`src/rtl/dca_matrix_lsu_arbiter.sv`:
```
// rtl/dca_matrix_lsu_arbiter.sv - round-robin arbiter sharing one matrix LSU between NUM_REQ requesters
`ifndef BW_DCA_MATRIX_LSU_INST
`define BW_DCA_MATRIX_LSU_INST 32
`endif

module dca_matrix_lsu_arbiter #(
   parameter int                  NUM_REQ    = 3,
   parameter int                  BW_INST    = `BW_DCA_MATRIX_LSU_INST,
   parameter int                  BW_ROW     = 64,
   parameter logic [NUM_REQ-1:0]  STORE_MASK = NUM_REQ'(3'b100)
) (
   input  logic                          clk,
   input  logic                          rst,
   input  logic                          clear,
   input  logic                          enable,
   output logic                          busy,
   output logic                          protocol_error,

   input  logic [NUM_REQ-1:0]            req_inst_valid,
   output logic [NUM_REQ-1:0]            req_inst_ready,
   input  logic [NUM_REQ*BW_INST-1:0]    req_inst_list,

   output logic                          lsu_inst_valid,
   input  logic                          lsu_inst_ready,
   output logic [BW_INST-1:0]            lsu_inst,
   input  logic                          lsu_done,

   input  logic                          lsu_load_wvalid,
   input  logic                          lsu_load_wlast,
   input  logic [BW_ROW-1:0]             lsu_load_wdata,
   output logic                          lsu_load_wready,

   output logic [NUM_REQ-1:0]            req_load_wvalid,
   output logic                          req_load_wlast,
   output logic [BW_ROW-1:0]             req_load_wdata,
   input  logic [NUM_REQ-1:0]            req_load_wready,

   input  logic [NUM_REQ-1:0]            req_store_rvalid,
   input  logic [NUM_REQ-1:0]            req_store_rlast,
   input  logic [NUM_REQ*BW_ROW-1:0]     req_store_rdata,
   output logic [NUM_REQ-1:0]            req_store_rready,

   output logic                          lsu_store_rvalid,
   output logic                          lsu_store_rlast,
   output logic [BW_ROW-1:0]             lsu_store_rdata,
   input  logic                          lsu_store_rready,

   output logic [$clog2(NUM_REQ)-1:0]    grant_id
);

   localparam int GW = $clog2(NUM_REQ);

   localparam logic [1:0] ST_IDLE      = 2'd0;
   localparam logic [1:0] ST_ISSUE     = 2'd1;
   localparam logic [1:0] ST_WAIT_DONE = 2'd2;

   logic [1:0]          state_q, state_d;
   logic [GW-1:0]       grant_id_q, grant_id_d;
   logic [GW-1:0]       rr_ptr_q, rr_ptr_d;
   logic                protocol_error_q, protocol_error_d;

   logic                arb_found;
   logic [GW-1:0]       arb_idx;
   logic [NUM_REQ-1:0]  grant_oh;
   logic                in_issue;
   logic                in_wait;
   logic                grant_is_store;
   logic                route_load;
   logic                route_store;

   // Adds an offset to a requester index, wrapping at NUM_REQ (offset < NUM_REQ).
   function automatic logic [GW-1:0] wrap_add(input logic [GW-1:0] base, input int off);
      int s;
      s = int'(base) + off;
      if (s >= NUM_REQ) begin
         s = s - NUM_REQ;
      end
      return GW'(s);
   endfunction

   // Cyclic priority search: first valid requester at or after rr_ptr.
   always_comb begin
      logic [GW-1:0] cand;
      arb_found = 1'b0;
      arb_idx   = '0;
      cand      = '0;
      // Walk from the farthest candidate back to rr_ptr so the closest one wins.
      for (int k = NUM_REQ - 1; k >= 0; k--) begin
         cand = wrap_add(rr_ptr_q, k);
         if (req_inst_valid[cand]) begin
            arb_found = 1'b1;
            arb_idx   = cand;
         end
      end
   end

   // Decode the held grant and the routing mode it implies.
   always_comb begin
      grant_oh = '0;
      for (int i = 0; i < NUM_REQ; i++) begin
         grant_oh[i] = (grant_id_q == GW'(i));
      end
      in_issue       = (state_q == ST_ISSUE);
      in_wait        = (state_q == ST_WAIT_DONE);
      grant_is_store = |(grant_oh & STORE_MASK);
      route_load     = in_wait & ~grant_is_store;
      route_store    = in_wait & grant_is_store;
   end

   // Instruction path: present the granted requester's instruction while issuing.
   always_comb begin
      lsu_inst_valid = in_issue;
      lsu_inst       = '0;
      for (int i = 0; i < NUM_REQ; i++) begin
         if (in_issue && grant_oh[i]) begin
            lsu_inst = req_inst_list[i*BW_INST +: BW_INST];
         end
      end
      req_inst_ready = {NUM_REQ{in_issue & lsu_inst_ready}} & grant_oh;
   end

   // Load stream: LSU rows fan out to the granted load requester only.
   always_comb begin
      req_load_wvalid = {NUM_REQ{route_load & lsu_load_wvalid}} & grant_oh;
      req_load_wlast  = route_load & lsu_load_wlast;
      req_load_wdata  = route_load ? lsu_load_wdata : '0;
      lsu_load_wready = route_load & |(req_load_wready & grant_oh);
   end

   // Store stream: the granted store requester's rows are muxed onto the LSU.
   always_comb begin
      lsu_store_rvalid = route_store & |(req_store_rvalid & grant_oh);
      lsu_store_rlast  = route_store & |(req_store_rlast & grant_oh);
      lsu_store_rdata  = '0;
      for (int i = 0; i < NUM_REQ; i++) begin
         if (route_store && grant_oh[i]) begin
            lsu_store_rdata = req_store_rdata[i*BW_ROW +: BW_ROW];
         end
      end
      req_store_rready = {NUM_REQ{route_store & lsu_store_rready}} & grant_oh;
   end

   // Next-state logic: clear dominates, enable gates every transition.
   always_comb begin
      state_d          = state_q;
      grant_id_d       = grant_id_q;
      rr_ptr_d         = rr_ptr_q;
      protocol_error_d = protocol_error_q;
      if (clear) begin
         state_d          = ST_IDLE;
         grant_id_d       = '0;
         rr_ptr_d         = '0;
         protocol_error_d = 1'b0;
      end else if (enable) begin
         case (state_q)
            ST_IDLE: begin
               if (arb_found) begin
                  grant_id_d = arb_idx;
                  state_d    = ST_ISSUE;
               end
            end
            ST_ISSUE: begin
               if (lsu_inst_ready) begin
                  state_d = ST_WAIT_DONE;
               end
            end
            ST_WAIT_DONE: begin
               if (lsu_done) begin
                  state_d  = ST_IDLE;
                  rr_ptr_d = wrap_add(grant_id_q, 1);
               end
            end
            default: begin
               state_d = ST_IDLE;
            end
         endcase
         // A completion pulse with no instruction outstanding is a protocol violation.
         if (lsu_done && !in_wait) begin
            protocol_error_d = 1'b1;
         end
      end
   end

   // State registers with asynchronous reset.
   always_ff @(posedge clk or posedge rst) begin
      if (rst) begin
         state_q          <= ST_IDLE;
         grant_id_q       <= '0;
         rr_ptr_q         <= '0;
         protocol_error_q <= 1'b0;
      end else begin
         state_q          <= state_d;
         grant_id_q       <= grant_id_d;
         rr_ptr_q         <= rr_ptr_d;
         protocol_error_q <= protocol_error_d;
      end
   end

   assign busy           = (state_q != ST_IDLE);
   assign protocol_error = protocol_error_q;
   assign grant_id       = grant_id_q;

endmodule

```
`config.mk`:
```
export PLATFORM = sky130hd
export DESIGN_NAME = dca_matrix_lsu_arbiter
export DESIGN_NICKNAME = d
export VERILOG_FILES = /design/src/rtl/dca_matrix_lsu_arbiter.sv
export SDC_FILE = /design/constraint.sdc
export NUM_CORES = 1
export LEC_CHECK = 0
export CORE_AREA = 2 2 212 214
export DETAILED_ROUTE_END_ITERATION = 8
export DIE_AREA = 0 0 214 216
export SKIP_CTS_REPAIR_TIMING = 1
export SYNTH_ARGS = -nofsm -noshare
export SYNTH_HDL_FRONTEND = slang
export SYNTH_SLANG_ARGS = --single-unit
export TNS_END_PERCENT = 10
```
`constraint.sdc`:
```
create_clock -name clk -period 1.9 [get_ports clk]
set_input_delay 0.19 -clock clk [delete_from_list [all_inputs] [get_ports clk]]
set_output_delay 0.19 -clock clk [all_outputs]
set_load 0.05 [all_outputs]
```
# Word-level counts from Yosys, hierarchy flattened
# Index checks and enable logic that the tools add are counted.
# classes
addsub	7
magnitude_cmp	7
eq_ne	7
muxes	40
bitwise_logic	16
n_reduce_logical	24
# ops
cell	n
$mux W64	4
$mux W32	3
$mux W2	20
$and A3 B3 Y3	6
$reduce_bool A2 Y1	7
$and A1 B1 Y1	9
$ge A3 B2 Y1 const B	3
$lt A2 B3 Y1 const B	3
$mux W1	9
$ne A3 B3 Y1 const B	3
$reduce_or A3 Y1	3
$sub A2 B2 Y2 const B	4
$logic_and A1 B1 Y1	7
$add A2 B1 Y3 const B	2
$bmux W1 S2	3
$pmux W2 S3	1
$reduce_and A3 Y1	2
$eq A2 B1 Y1 const B	2
$eq A2 B2 Y1 const B	2
$logic_not A2 Y1	2
$reduce_and A4 Y1	1
$add A2 B2 Y3 const B	1
$ge A2 B2 Y1 const B	1
$reduce_and A2 Y1	1
other kinds (2)	2
# totals
reg_bits	7
input_bits	373
out_inout_bits	178
elab_cells	105

# Logic depth before layout (Yosys ltp)
# Gate-level depths: netlist of the first run.
# logic_depth
word_depth	12
ltp_mapped	7
mapped_depth_nobuf	6

# Worst setup path after synthesis of the first run
# Ideal clock, no wire load.
# synth_path
path_kind	reg2out
from	register grant_id_q[1] (netlist: grant_id[1])
to	output port lsu_inst[0]
arrival_time_ns	2.547
t_required_ns	1.710
slack_ns	-0.837
path_stages_with_launch	7
n_path_buf	1
cell_sequence	dfrtp_1 -> inv_1 -> ha_1 -> and3b_1 -> buf_4 -> a22oi_1 -> o21ai_0
# synth_between
elab_chain_cells	5
word_cells_on_any_way	9
classes_between	2 x eq/ne; 3 x mux; 4 x reduce/logical
# synth_rtl
item	line_no	source
start: declaration	58	logic [GW-1:0] grant_id_q, grant_id_d;
start signal: assignment	193	grant_id_q <= grant_id_d;
$logic_not A2 Y1	101	grant_oh[i] = (grant_id_q == GW'(i));
$logic_and A1 B1 Y1	115	if (in_issue && grant_oh[i]) begin
$mux W32 (2 in a row)	115	
$mux W32 (*)	115	
end: declaration	25	output logic [BW_INST-1:0] lsu_inst,
# Mark *: on every way between the ends. The rest lies on a longest branch, timed or not.

# Worst setup path in the final report of the first run
# layout_path
from	register grant_id_q[0] (netlist: grant_id[0])
to	output port req_load_wdata[51]
# layout_between
elab_chain_cells	4
# layout_rtl
item	line_no	source
$eq A2 B2 Y1	101	
$not A1 Y1	106	route_load = in_wait & ~grant_is_store;
$and A1 B1 Y1	106	
$mux W64	126	req_load_wdata = route_load ? lsu_load_wdata : '0;
end: declaration	35	output logic [BW_ROW-1:0] req_load_wdata,
# No other way between the ends.

==> impl_metrics.csv, run 1 <==
group,metric,value,unit
cts,cts.sinks,7,
run,timing.max_cap.violations,0,
pwr,post_layout_total_power,2.45,mW
cells_and_area,nNetsFinal,1173,
yosys,synth_top_family_by_area,"simple AND/OR/NAND/NOR gates",
pwr,power.leakage,3.98,nW
yosys,synth_seq_cells,7,
floorplanning,num_rows,77,
yosys,synth_compound_area_share,24.6,%
route,route.met2.wl,11500,µm
cells_and_area,final_design_area_no_fill,10600,µm²
placement,hpwlAfterDp,16000,µm
floorplanning,die-height,216,µm
yosys,postSynthNetCount,734,
floorplanning,dieWidth,214,µm
sta,timing.final.hold_violations,0,
global_route,grt_pass1_wl,26900,µm
yosys,synth_simple_gate_area_share,51.4,%
setup_path,timing.critical_path.to_type,"output pin",
setup_path,r2r.worst_path.cells,6,
global_route,vias_in_the_first_global_route,4481,
yosys,post_synth_xor_area_fraction,0,%
sta,layout_min_cycle_time,2.09,ns
cts,h_tree_depth,1,
cts,clock-root-buffer,"sky130_fd_sc_hd__clkbuf_16",
route,via_count,4440,
pwr,power_density,231,nW/µm²
cells_and_area,antennaDiodeCount,0,
setup_path,criticalPathCategory,"flop to output pin",
sta,fin_ws,-0.186,ns
global_route,track_usage,7.34,%
route,postRouteWirelength,21500,µm
cells_and_area,syn_to_final_growth,368,%
setup_path,crit_path_top_delay_cell,"sky130_fd_sc_hd__dfrtp_2",
route,detail_route.wl_per_cell,15.5,µm
setup_path,rr_endpoint,"grant_id[1]$_DFFE_PP0P_",
placement,port_buffers,420,
setup_path,r2r_slack,0.03,ns
floorplanning,start_util,5.17,%
setup_path,crit_path_max_incr_delay,0.39,ns
setup_path,critical_path.top_delay_family,"buffers and inverters",
yosys,synthesis.area,2270,µm²
global_route,grt_overflow_total,0,
placement,globalplace.congestion,0.792,
route,post_drt_via_cell_ratio,3.20,
setup_path,crit_path_start_kind,"flop",
cts,clock_tree_from_tritoncts,"built",
yosys,synth_area_leader_cell,"sky130_fd_sc_hd__and3_1",
setup_path,r2r-start,"rr_ptr_q[0]$_DFFE_PP0P_",
yosys,netlist-cell-type-count,43,
sta,finalSetupViolations,156,
floorplanning,num_io_pins,551,
sta,finalCritPeriodShare,110,%
yosys,syn_avg_cell_area,6.36,µm²
sta,final-max-slew-violation-count,0,
sta,fmax,479,MHz
cts,cts_buffers,3,
setup_path,worst-path-buf-inv,6,
route,dr.first_iter.drc_count,112,
yosys,sequential_cell_area_fraction_in_the_yosys_report,7.73,%
cts,clkLatencyLatePin,0.24,ns
yosys,synthesis.yosys.warnings,0,
route,drt_drc_violations_left,0,
cells_and_area,finalNonFillerCells,1386,
setup_path,crit_chain,"inv_2, buf_6, ha_4, buf_12, nor2_4, buf_12, clkbuf_16, and2_4, buf_12",
floorplanning,floorplan.die_area,46200,µm²
sta,clock_skew,0.00526,ns
global_route,grt_start_max_net_pins,68,
yosys,synth_area_leaders,"sky130_fd_sc_hd__and3_1, sky130_fd_sc_hd__and2_1, sky130_fd_sc_hd__a22oi_1",
global_route,antenna_found_initial,0,
sta,relSlewSlack,65.6,%
setup_path,cp.required,1.71,ns
yosys,synth_cells,356,
cts,cts.reportedPaths.clkPinSlew,0.04,ns
setup_path,worstPathMaxFanout,8,
run_status,status,"finished with violations",
route,uppermost_layer_routed,"met4",
run_status,violations,"negative setup slack",
sta,worst_pin_slew,0.514,ns
cts,clockBufferDepth,2,
placement,dp.cells,1358,
route,detail_route.wirelength.met1,8600,µm
yosys,post_synthesis_adder_cell_area_fraction,3.20,%
pwr,max-vdd-ir-drop,0.360,mV
route,postRouteAntennaNets,0,
setup_path,critPathArrivalTime,1.90,ns
cells_and_area,post_route_cells_drive_above_1_share,54.0,%
floorplanning,coreArea,43800,µm²
cells_and_area,final_util,24.2,%
route,wl_met3,1330,µm
placement,postPlaceCellArea,9460,µm²
yosys,fraction_of_post_synthesis_cell_area_in_the_top_cell_type_by_area,19.6,%
route,drt_pre_antenna_iters,4,
sta,grt_setup_unrepaired,"true",
hold_path,min-delay-path-class,"primary input to asynchronous set/reset pin",
setup_path,critical-path-top-cell-by-count,"sky130_fd_sc_hd__buf_12",
yosys,synth.mux.area_fraction,0.939,%
-- final cells by class --
| type | instances | area (µm²) |
|---|---|---|
| fill | 4632 | 33200 |
| timing repair buffer | 475 | 6770 |
| multi-input combinational | 296 | 2800 |
| tap | 592 | 741 |
| sequential | 7 | 178 |
| clock buffer | 4 | 78.8 |
| inverter | 12 | 45.0 |
-- per-layer routing --
metal	vias up	track usage, %
met4	0	0.559
met1	2095	8.32
li1	2129	-
met5	-	0
met3	6	1.62
met2	210	14.4
-- cell usage in the layout, fill, tap and decap left out, drive strengths merged, types with 2 or more instances in the layout --
master and instances:
clkdlybuf4s50 244, buf 221, and2 71, and3 71, nand2 36, o21ai 34
a22oi 33, clkbuf 14, inv 12, nor2 10, dfrtp 7, ha 5
nor3 4, a211oi 3, a31oi 3, or3b 3, a311o 2, a221oi 2
-- worst reg2reg max path, delay by kind of cell, from the launching register on --
kind                     cells  cell delay [ns]
AO/OA/AOI/OAI                3             0.58
flip-flops                   1             0.37
adder cells (fa/ha/maj)      1             0.37
AND/OR/NAND/NOR              1             0.37
buffers and inverters        1             0.06
-- synthesized netlist by cell type --
master	instances
sky130_fd_sc_hd__and2_1	70
sky130_fd_sc_hd__or2_1	1
sky130_fd_sc_hd__nand2b_1	1
sky130_fd_sc_hd__o311a_2	1
sky130_fd_sc_hd__clkbuf_2	2
sky130_fd_sc_hd__a31oi_1	3
sky130_fd_sc_hd__a32oi_1	1
sky130_fd_sc_hd__nor2b_1	1
sky130_fd_sc_hd__buf_4	7
sky130_fd_sc_hd__and2_2	1
sky130_fd_sc_hd__conb_1	1
sky130_fd_sc_hd__a221oi_1	2
sky130_fd_sc_hd__a311o_1	2
sky130_fd_sc_hd__ha_1	5
sky130_fd_sc_hd__a211oi_1	3
sky130_fd_sc_hd__o21ai_1	30
sky130_fd_sc_hd__o2111a_1	1
sky130_fd_sc_hd__o211ai_1	1
sky130_fd_sc_hd__nor4b_1	1
sky130_fd_sc_hd__nand2_1	36
sky130_fd_sc_hd__dfrtp_1	7
sky130_fd_sc_hd__or3b_1	2
sky130_fd_sc_hd__nor2_1	10
sky130_fd_sc_hd__inv_1	12
sky130_fd_sc_hd__mux2_2	1
sky130_fd_sc_hd__nand3_1	1
sky130_fd_sc_hd__buf_2	6
sky130_fd_sc_hd__a22oi_1	33
sky130_fd_sc_hd__and2b_1	1
sky130_fd_sc_hd__o21a_1	1
sky130_fd_sc_hd__nor3_1	4
sky130_fd_sc_hd__mux2i_1	1
sky130_fd_sc_hd__and3b_1	1
sky130_fd_sc_hd__o21ai_0	4
sky130_fd_sc_hd__buf_6	5
sky130_fd_sc_hd__a211o_1	1
sky130_fd_sc_hd__a21oi_1	1
sky130_fd_sc_hd__buf_1	1
sky130_fd_sc_hd__and3_1	71
sky130_fd_sc_hd__or3b_2	1
sky130_fd_sc_hd__maj3_1	1
sky130_fd_sc_hd__clkbuf_1	20
sky130_fd_sc_hd__or3_1	1
-- worst max-delay path by stage --
stage,start,to,cells after the start
after floorplan,grant_id[0]$_DFFE_PP0P_,lsu_store_rlast,5
after global placement,grant_id[0]$_DFFE_PP0P_,lsu_inst[10],8
after detailed placement,grant_id[0]$_DFFE_PP0P_,lsu_inst[10],8
after CTS,grant_id[0]$_DFFE_PP0P_,lsu_inst[10],8
after global routing,grant_id[0]$_DFFE_PP0P_,lsu_inst[28],6
final,grant_id[0]$_DFFE_PP0P_,req_load_wdata[51],9
-- registers in the layout (all words and copies together), names as in the netlist --
register        flops
grant_id            2
protocol_error      1
rr_ptr_q            2
state_q             2
-- where the power goes --
part,internal [mW],total [mW],switching (mW)
sequential,0.157,0.162,0.00498
clock,0.280,0.372,0.0913
combinational,1.08,1.92,0.832
-- cell families after synthesis --
| group | Yosys count |
|---|---|
| simple gates | 203 |
| compound gates | 84 |
| buf+inv | 53 |
| flops | 7 |
| fa+ha+maj | 6 |
| mux | 2 |
| other cells | 1 |
-- metrics by stage --
step	setup TNS [ns]	hold WS (ns)	setup slack [ns]
finish	-14.82	0.182	-0.186
global placement	-0.0333	0.448	-0.0102
global route	-25.43	0.215	-0.260
CTS	-26.21	0.197	-0.292
detailed placement	-0.228	0.439	-0.0321
floorplan	-4.17	-0.00674	-0.150
No activity file was read; power rests on OpenSTA's default activity.
==> inputs of run 2 (changes only) <==
Settings changed: ABC_CLOCK_PERIOD_IN_PS set to 1900.
==> results of run 2 <==
Final layout, timing and power as in run 1 (identical DEF).
